--- src/rtl/one_byte_uart_rx_if.sv ---
// Receive-side bundle of the one-byte UART link.
// master drives the serial line, slave is the receiver.
interface one_byte_uart_rx_if;
    logic       rx_in;
    logic [7:0] rx_data;
    logic       rx_valid;
    logic       rx_frame_err;
    logic       rx_busy;

    modport master (
        output rx_in,
        input  rx_data,
        input  rx_valid,
        input  rx_frame_err,
        input  rx_busy
    );

    modport slave (
        input  rx_in,
        output rx_data,
        output rx_valid,
        output rx_frame_err,
        output rx_busy
    );
endinterface

--- src/rtl/one_byte_uart_rx.sv ---
// 8N1 UART receiver: mid-bit start check, centre sampling,
// one-cycle valid / framing-error strobes.
module one_byte_uart_rx #(
    parameter int CLK_FREQ  = 50000000,
    parameter int BAUD_RATE = 115200,
    parameter int BAUD_CNT  = CLK_FREQ / BAUD_RATE
) (
    input  logic               clk,
    input  logic               rst_n,
    one_byte_uart_rx_if.slave  io_rx
);

    typedef enum logic [1:0] {
        S_IDLE,
        S_START,
        S_DATA,
        S_STOP
    } state_t;

    localparam logic [15:0] C_HALF_M1 = 16'(BAUD_CNT / 2 - 1);
    localparam logic [15:0] C_BIT_M1  = 16'(BAUD_CNT - 1);

    logic        r_s1;
    logic        r_s2;
    logic        r_s3;
    state_t      r_state;
    state_t      w_state_nxt;
    logic [15:0] r_cnt;
    logic [15:0] w_cnt_nxt;
    logic [2:0]  r_idx;
    logic [2:0]  w_idx_nxt;
    logic [7:0]  r_shift;
    logic [7:0]  w_shift_nxt;
    logic [7:0]  r_data;
    logic [7:0]  w_data_nxt;
    logic        r_valid;
    logic        w_valid_nxt;
    logic        r_ferr;
    logic        w_ferr_nxt;
    logic        w_start;

    // Flops reset high so a reset never looks like a falling edge.
    always_ff @(posedge clk or negedge rst_n) begin
        if (!rst_n) begin
            r_s1 <= 1'b1;
            r_s2 <= 1'b1;
            r_s3 <= 1'b1;
        end else begin
            r_s1 <= io_rx.rx_in;
            r_s2 <= r_s1;
            r_s3 <= r_s2;
        end
    end

    assign w_start = r_s3 & ~r_s2;

    always_ff @(posedge clk or negedge rst_n) begin
        if (!rst_n) begin
            r_state <= S_IDLE;
            r_cnt   <= '0;
            r_idx   <= '0;
            r_shift <= '0;
            r_data  <= '0;
            r_valid <= 1'b0;
            r_ferr  <= 1'b0;
        end else begin
            r_state <= w_state_nxt;
            r_cnt   <= w_cnt_nxt;
            r_idx   <= w_idx_nxt;
            r_shift <= w_shift_nxt;
            r_data  <= w_data_nxt;
            r_valid <= w_valid_nxt;
            r_ferr  <= w_ferr_nxt;
        end
    end

    always_comb begin
        w_state_nxt = r_state;
        w_cnt_nxt   = r_cnt + 16'd1;
        w_idx_nxt   = r_idx;
        w_shift_nxt = r_shift;
        w_data_nxt  = r_data;
        w_valid_nxt = 1'b0;
        w_ferr_nxt  = 1'b0;
        unique case (r_state)
            S_IDLE: begin
                w_cnt_nxt = '0;
                w_idx_nxt = '0;
                if (w_start) begin
                    w_state_nxt = S_START;
                end
            end
            S_START: begin
                if (r_cnt == C_HALF_M1) begin
                    w_cnt_nxt   = '0;
                    w_state_nxt = r_s2 ? S_IDLE : S_DATA;
                end
            end
            S_DATA: begin
                if (r_cnt == C_BIT_M1) begin
                    w_cnt_nxt   = '0;
                    w_shift_nxt = {r_s2, r_shift[7:1]};
                    w_idx_nxt   = r_idx + 3'd1;
                    if (r_idx == 3'd7) begin
                        w_state_nxt = S_STOP;
                    end
                end
            end
            S_STOP: begin
                if (r_cnt == C_BIT_M1) begin
                    w_cnt_nxt   = '0;
                    w_state_nxt = S_IDLE;
                    if (r_s2) begin
                        w_data_nxt  = r_shift;
                        w_valid_nxt = 1'b1;
                    end else begin
                        w_ferr_nxt  = 1'b1;
                    end
                end
            end
        endcase
    end

    assign io_rx.rx_data      = r_data;
    assign io_rx.rx_valid     = r_valid;
    assign io_rx.rx_frame_err = r_ferr;
    assign io_rx.rx_busy      = (r_state != S_IDLE);

endmodule

--- src/flat_wrapper.sv ---
// flat-port wrapper written by rule: the top's interface ports become plain ports
module one_byte_uart_rx_flat 
#(
    parameter int CLK_FREQ  = 50000000,
    parameter int BAUD_RATE = 115200,
    parameter int BAUD_CNT  = CLK_FREQ / BAUD_RATE
)
  (clk, rst_n, io_rx_rx_in, io_rx_rx_data, io_rx_rx_valid, io_rx_rx_frame_err, io_rx_rx_busy);
  one_byte_uart_rx_if io_rx_i ();
  input  logic clk;
  input  logic rst_n;
  input wire logic [$bits(io_rx_i.rx_in)-1:0] io_rx_rx_in;
  output wire logic [$bits(io_rx_i.rx_data)-1:0] io_rx_rx_data;
  output wire logic [$bits(io_rx_i.rx_valid)-1:0] io_rx_rx_valid;
  output wire logic [$bits(io_rx_i.rx_frame_err)-1:0] io_rx_rx_frame_err;
  output wire logic [$bits(io_rx_i.rx_busy)-1:0] io_rx_rx_busy;
  assign io_rx_i.rx_in = io_rx_rx_in;
  assign io_rx_rx_data = io_rx_i.rx_data;
  assign io_rx_rx_valid = io_rx_i.rx_valid;
  assign io_rx_rx_frame_err = io_rx_i.rx_frame_err;
  assign io_rx_rx_busy = io_rx_i.rx_busy;
  one_byte_uart_rx #(.CLK_FREQ(CLK_FREQ), .BAUD_RATE(BAUD_RATE), .BAUD_CNT(BAUD_CNT)) u_core (.clk(clk), .rst_n(rst_n), .io_rx(io_rx_i));
endmodule
--- config.mk ---
export PLATFORM = sky130hd
export DESIGN_NAME = one_byte_uart_rx_flat
export DESIGN_NICKNAME = d
export VERILOG_FILES = /design/src/rtl/one_byte_uart_rx_if.sv /design/src/rtl/one_byte_uart_rx.sv /design/src/flat_wrapper.sv
export SDC_FILE = /design/constraint.sdc
export NUM_CORES = 1
export LEC_CHECK = 0
export ABC_AREA = 1
export ABC_CLOCK_PERIOD_IN_PS = 1850
export CORE_AREA = 2 2 70 65
export DETAILED_ROUTE_END_ITERATION = 12
export DIE_AREA = 0 0 72 67
export HOLD_SLACK_MARGIN = 0.05
export PLACE_DENSITY = 0.78
export REMOVE_ABC_BUFFERS = 1
export SYNTH_ARGS = -nofsm -noshare
export SYNTH_HDL_FRONTEND = slang
export SYNTH_SLANG_ARGS = --single-unit
--- constraint.sdc ---
create_clock -name clk -period 1.85 [get_ports clk]
set_clock_uncertainty 0.15 [all_clocks]
set_input_delay 0.37 -clock clk [delete_from_list [all_inputs] [get_ports clk]]
set_output_delay 0.37 -clock clk [all_outputs]
set_load 0.005 [all_outputs]
==> impl_metrics.ini, run 1 <==
[timing]
timing.fmax_mhz = 590
final.setup.tns_ps = 0
layout_setup_ws_ps = 155
period_minus_slack_ps = 1690
slew-limit-headroom = 0.690
hold_viol = 0
finalSetupViolations = 0
worstMarginPinSlew_ps = 466
finalCritPeriodShare = 0.916
finalMaxSlewViolations = 0
rsz0062_at_grt = no

[pwr]
comb_power_share = 0.263
p_leak_nw = 1.14
pwr-share-clk = 0.304
p_seq_frac = 0.433
fin_total_pwr_mw = 2.37
powerDensity_mw_per_mm2 = 958
p_sw_mw = 0.757
swShare = 0.319
p_int_mw = 1.61
vdd_ir_drop_max_v = 0.000549

[global_routing]
grt_use_met1 = 0.243
grt_antenna_before_repair = 0
grt_overflow = 0
grt_use_met2 = 0.274
grt_max_degree = 24
grt_use_total = 0.180
gr-usage-met3 = 0.0514
top_usage_layer = met2
grt_pass1_wl_mm = 6.69
grt_pass1_vias = 1529

[final_layout]
drive_gt1_frac = 0.184
utilization = 0.612
syn_to_final_growth_pct = 14.6
fin_cells = 320
diodes = 0
num-nets-final = 279
fillers = 342

[yosys]
synth-compound-area-share = 0.116
synth-simple-area-share = 0.257
syn-cell-area_sq_mm = 0.00216
yosysWarnings = 0
synthCells = 250
synth_xor_area_frac = 0.0162
yosys.area.top_type = dfrtp_1
syn_area_per_cell_sq_um = 8.64
seq_area_frac_synth = 0.488
synth_ff_type = dfrtp_1
netlist.area_leader.share = 0.452
yosysMostFrequentCell = nand2_1
synth_top_family_by_area = simple AND/OR/NAND/NOR gates
synthTopCellsByArea = dfrtp_1 45%, nand2_1 10%, o21ai_2 5.7%
ys_ff_latch = 42
synth_edf_count = 0
ys_types = 30
synthArstFlopShare = 1.00
synth_common_cells = 60 x nand2_1, 39 x dfrtp_1, 32 x inv_1
synthAdderAreaFrac = 0.0290
yosys-mux-area-fraction = 0

[setup_path]
crit_fanout = 2
crit_arrival_ps = 1170
crit_slowest_cell = clkdlybuf4s50_1
endpoint_kind = output pin
path_class = register to output pin
cp_slowest_stage_delay_ps = 510
path_cells = clkdlybuf4s50_1
critPathTopFamily = buffers and inverters
crit_buf_inv = 1
startpoint_type = register
required_ps = 1330

[place]
post-place-ws_ps = 147
io_buffers = 13
hpwl_mm = 2.69
gp_congestion = 0.908
dp.cells = 310

[run_status]
status = finished clean

[flow_run]
drv_cap = 0

[die]
die_h_um = 67
core_sq_mm = 0.00405
initial_core_util = 0.534
dieArea_sq_mm = 0.00482
io_pins = 14
fp.dieW_um = 72
rows = 22

[clock_tree]
cts_tree = done
cts_max_level = 2
insertion_delay_ps = 300
cts_inserted_buffers = 5
cts.sinks = 42
clk_pin_slew_worst_paths_ps = 80
clock_path_buffers = 2
cts-root-buf = clkbuf_8

[hold_path]
hold_path_class = register to register

[detailed_routing]
post-route-drc-count = 0
vias = 1655
via_per_inst = 5.17
first_pass_iters = 4
ant_nets = 0
wl_per_cell_um = 11.6
drt-initial-drc-count = 159
drt_wl_total_mm = 3.71
final timing paths:
path | start | endpoint | slack (ps) | cells past startpoint
max | u_core.io_rx.rx_data[6] | io_rx_rx_data[6] | 160 | 1
min | u_core.r_s1 | u_core.r_s2 | 210 | 0
max reg2reg | u_core.r_cnt[1] | u_core.r_cnt[7] | 180 | 9
min reg2reg | u_core.r_s1 | u_core.r_s2 | 210 | 0
max in group asynchronous | rst_n | u_core.r_s3 | 600 | 3
min in group asynchronous | rst_n | u_core.io_rx.rx_data[2] | 400 | 2
placed cells by master (no fill, tap or decap), types with 2 or more instances in the layout:
cell / Yosys / layout
inv_2: 2 / 2
inv_1: 32 / 32
nor2_2: 4 / 4
nand3_1: 16 / 16
buf_4: 2 / 5
nor2_1: 20 / 20
nand2_1: 60 / 59
nor2_4: 2 / 2
nor3_1: 3 / 3
dfstp_2: 3 / 3
ha_1: 5 / 5
xor2_1: 3 / 3
nand4_1: 6 / 6
o21ai_2: 14 / 14
clkdlybuf4s50_1: 0 / 11
dfrtp_1: 39 / 39
clkbuf_8: 0 / 5
a21oi_1: 13 / 13
o21ai_0: 5 / 5
o21ai_1: 2 / 2
nand2_2: 5 / 5
power by group through the flow:
stage          logic [mW]  registers (mW)  clock network [mW]
6_report            0.624            1.03               0.720
5_1_grt             0.709            1.04               0.782
4_1_cts             0.607            1.03               0.740
3_5_place_dp        0.582            1.05                   0
3_3_place_gp        0.574            1.05                   0
2_1_floorplan       0.361            1.05                   0
metal layers:
layer  share of wire  vias to the layer above
li1                -                      836
met1            0.47                      772
met2            0.45                       40
met3           0.058                        7
met4           0.015                        0
met5               0                        -
sequential cells by signal (all words and copies together), names as in the netlist, named ones only:
name                       flops
u_core.r_shift                 8
u_core.r_s3                    1
u_core.io_rx.rx_valid          1
u_core.r_state                 1
u_core.io_rx.rx_data           8
u_core.r_idx                   3
u_core.r_s1                    1
u_core.r_cnt                  16
u_core.io_rx.rx_frame_err      1
u_core.r_s2                    1
worst register-to-register path: cells and delay by family (launching register included):
kind	cells	cell delay, ps
and+or+nand+nor	7	790
DFF	1	400
adders and majority gates	1	160
buffers and inverters	1	80
final cells by class:
class | instances | area [sq um] | area share
multi-input cells | 166 | 911 | 0.368
clock buffers | 6 | 72.6 | 0.0293
inverters | 35 | 136 | 0.0551
flip-flops and latches | 42 | 1050 | 0.426
clock inverters | 2 | 37.5 | 0.0152
repair buffers | 21 | 203 | 0.0819
well taps | 48 | 60.1 | 0.0243
logic make-up (layout without fill, tap and decap cells):
logic type                 count (synthesis)  after routing
and+or+nand+nor                          119            119
AOI/OAI and AO/OA                         38             38
adders and majority gates                  5              5
DFF                                       42             42
buffers and inverters                     42             64
xor gates and xnor gates                   4              4
timing repair:
action	CTS	global route
endpoints found under the hold margin	19	0
hold buffers	1	0
endpoints found under the setup margin	1	2
buffers inserted	1	0
gates resized for setup	2	2
metrics by stage:
step	hold WS, ps	instance area, sq um
floorplan	-75.6	2090
global placement	195	2340
detailed placement	197	2340
CTS	209	2470
global route	222	2470
finish	207	2470
No activity file was read; power rests on OpenSTA's default activity.
==> run 2: changes to the inputs <==
--- a/config.mk
+++ b/config.mk
@@ -6,12 +6,11 @@
 export NUM_CORES = 1
 export LEC_CHECK = 0
 export ABC_AREA = 1
-export ABC_CLOCK_PERIOD_IN_PS = 1850
-export CORE_AREA = 2 2 70 65
+export CORE_AREA = 2 2 94 87
 export DETAILED_ROUTE_END_ITERATION = 12
-export DIE_AREA = 0 0 72 67
+export DIE_AREA = 0 0 96 89
 export HOLD_SLACK_MARGIN = 0.05
-export PLACE_DENSITY = 0.78
+export PLACE_DENSITY = 0.5
 export REMOVE_ABC_BUFFERS = 1
 export SYNTH_ARGS = -nofsm -noshare
 export SYNTH_HDL_FRONTEND = slang
==> constraint.sdc (replaced) <==
create_clock -name clk -period 2.05 [get_ports clk]
set_clock_uncertainty 0.15 [all_clocks]
set_input_delay 0.41 -clock clk [delete_from_list [all_inputs] [get_ports clk]]
set_output_delay 0.41 -clock clk [all_outputs]
set_load 0.005 [all_outputs]
==> run 2 against run 1 <==
Net effect:
- critical endpoint is now io_rx_rx_busy
- critical path depth rose by 2
- clock power fell by 11%
- core utilization fell by 27 points
- cell count rose by 15%
==> impl_metrics.ini, run 2 (synthesis results as in run 1) <==
[clock_tree]
clk_pin_slew_worst_paths_ps = 80
cts_max_level = 2
cts_tree = done
cts-root-buf = clkbuf_8
clock_path_buffers = 2
cts_inserted_buffers = 5
insertion_delay_ps = 280
cts.sinks = 42
postCtsSetupBuffers = 0

[flow_run]
drv_cap = 0

[timing]
rsz0062_at_grt = no
hold_viol = 0
final.setup.tns_ps = 0
finalCritPeriodShare = 0.953
finalMaxSlewViolations = 0
slew-limit-headroom = 0.726
worstMarginPinSlew_ps = 410
period_minus_slack_ps = 1950
timing.fmax_mhz = 512
finalSetupViolations = 0

[final_layout]
layout_common_cells = 59 x nand2_1, 39 x dfrtp_1, 32 x inv_1, 20 x nor2_1, 16 x nand3_1
largest_reg_flops = 16
syn_to_final_growth_pct = 16.9
fillers = 782
drive_gt1_frac = 0.180
num-nets-final = 279
top_register = u_core.r_cnt
final_common_cell = nand2_1
utilization = 0.338
diodes = 0

[detailed_routing]
ant_nets = 0
first_pass_iters = 4
wl_met1_mm = 2.16
route.met2.wl_mm = 1.74
via_per_inst = 4.38
post-route-drc-count = 0
drt_wl_total_mm = 4.03
dr_wl_met3_um = 132
drt-initial-drc-count = 85
wl_per_cell_um = 10.9
highest_layer = met3
vias = 1612

[setup_path]
rr_startpoint = u_core.r_cnt[0]
reg2regPathDepth = 9
crit_fanout = 5
rr_endpoint = u_core.r_cnt[13]
r2r_setup_slack_ps = 300
required_ps = 1490
crit_arrival_ps = 1390
startpoint_type = register
endpoint_kind = output pin
path_class = register to output pin

[global_routing]
grt_pass1_wl_mm = 7.13
grt_use_total = 0.105
grt_antenna_before_repair = 0
grt_overflow = 0
grt_max_degree = 21
grt_pass1_vias = 1576

[hold_path]
hold_path_class = register to register
hold_depth = 0
hold_path_end = u_core.r_s2
worstHoldStart = u_core.r_s1

[pwr]
comb_power_share = 0.253
vdd_ir_drop_max_v = 0.000380
powerDensity_mw_per_mm2 = 836
swShare = 0.316
p_sw_mw = 0.667
p_int_mw = 1.44
p_leak_nw = 1.14
p_seq_frac = 0.443
pwr-share-clk = 0.303

[die]
core_sq_mm = 0.00747
die_h_um = 89
initial_core_util = 0.289
dieArea_sq_mm = 0.00854
io_pins = 14
rows = 30
fp.dieW_um = 96

[place]
gp_congestion = 0.832
io_buffers = 13
hpwl_mm = 3.00

[run_status]
status = finished clean
[run 2: final cells by class]
cell class | instances | area (sq um) | share of cell area
sequential | 42 | 1050 | 0.418
timing repair buffer | 21 | 200 | 0.0793
multi-input combinational | 166 | 906 | 0.359
clock inverter | 1 | 30.0 | 0.0119
inverter | 35 | 136 | 0.0540
clock buffer | 7 | 76.3 | 0.0302
tap | 96 | 120 | 0.0476
[run 2: power groups by stage]
stage / registers, mW / clock network (mW) / logic, mW
final: 0.935 / 0.640 / 0.534
after global routing: 0.944 / 0.698 / 0.623
after global placement: 0.946 / 0 / 0.537
after floorplan: 0.951 / 0 / 0.326
after detailed placement: 0.950 / 0 / 0.534
after CTS: 0.933 / 0.663 / 0.536
[run 2: how the worst max path moves through the flow]
stage / from / end / depth (start not counted)
2_1_floorplan: u_core.r_cnt[1] / u_core.r_shift[0] / 7
5_1_grt: u_core.r_state[0] / io_rx_rx_busy / 3
3_5_place_dp: u_core.r_cnt[0] / u_core.r_cnt[13] / 9
3_3_place_gp: u_core.r_cnt[1] / u_core.r_cnt[7] / 9
6_report: u_core.r_state[0] / io_rx_rx_busy / 3
4_1_cts: u_core.r_state[0] / io_rx_rx_busy / 3
[run 2: metal layers]
metal  up-vias  global-route usage
met5         -                   0
met4         0              0.0247
met3         0              0.0253
met2        19               0.155
met1       759               0.155
li1        834                   -
[run 2: critical path, stage by stage (launching register included)]
cell and delay (ps):
dfrtp_1 400, inv_1 80, nand2_2 120, clkdlybuf4s50_1 510
[run 2: what timing repair did]
item,in CTS,in global routing
resized for setup,0,1
endpoints found under the setup margin,0,1
hold endpoints to repair,15,0
hold buffers,1,0
[run 2: per-stage QoR]
step / std cells / hold slack, ps / area (sq um) / worst slack, ps / power [mW]
floorplan: 243 / -35.6 / 2090 / 273 / 1.28
global placement: 359 / 198 / 2400 / 300 / 1.48
detailed placement: 359 / 198 / 2400 / 300 / 1.48
CTS: 368 / 211 / 2520 / 54.8 / 2.13
global route: 368 / 218 / 2520 / 30.5 / 2.26
finish: 368 / 210 / 2520 / 96.5 / 2.11
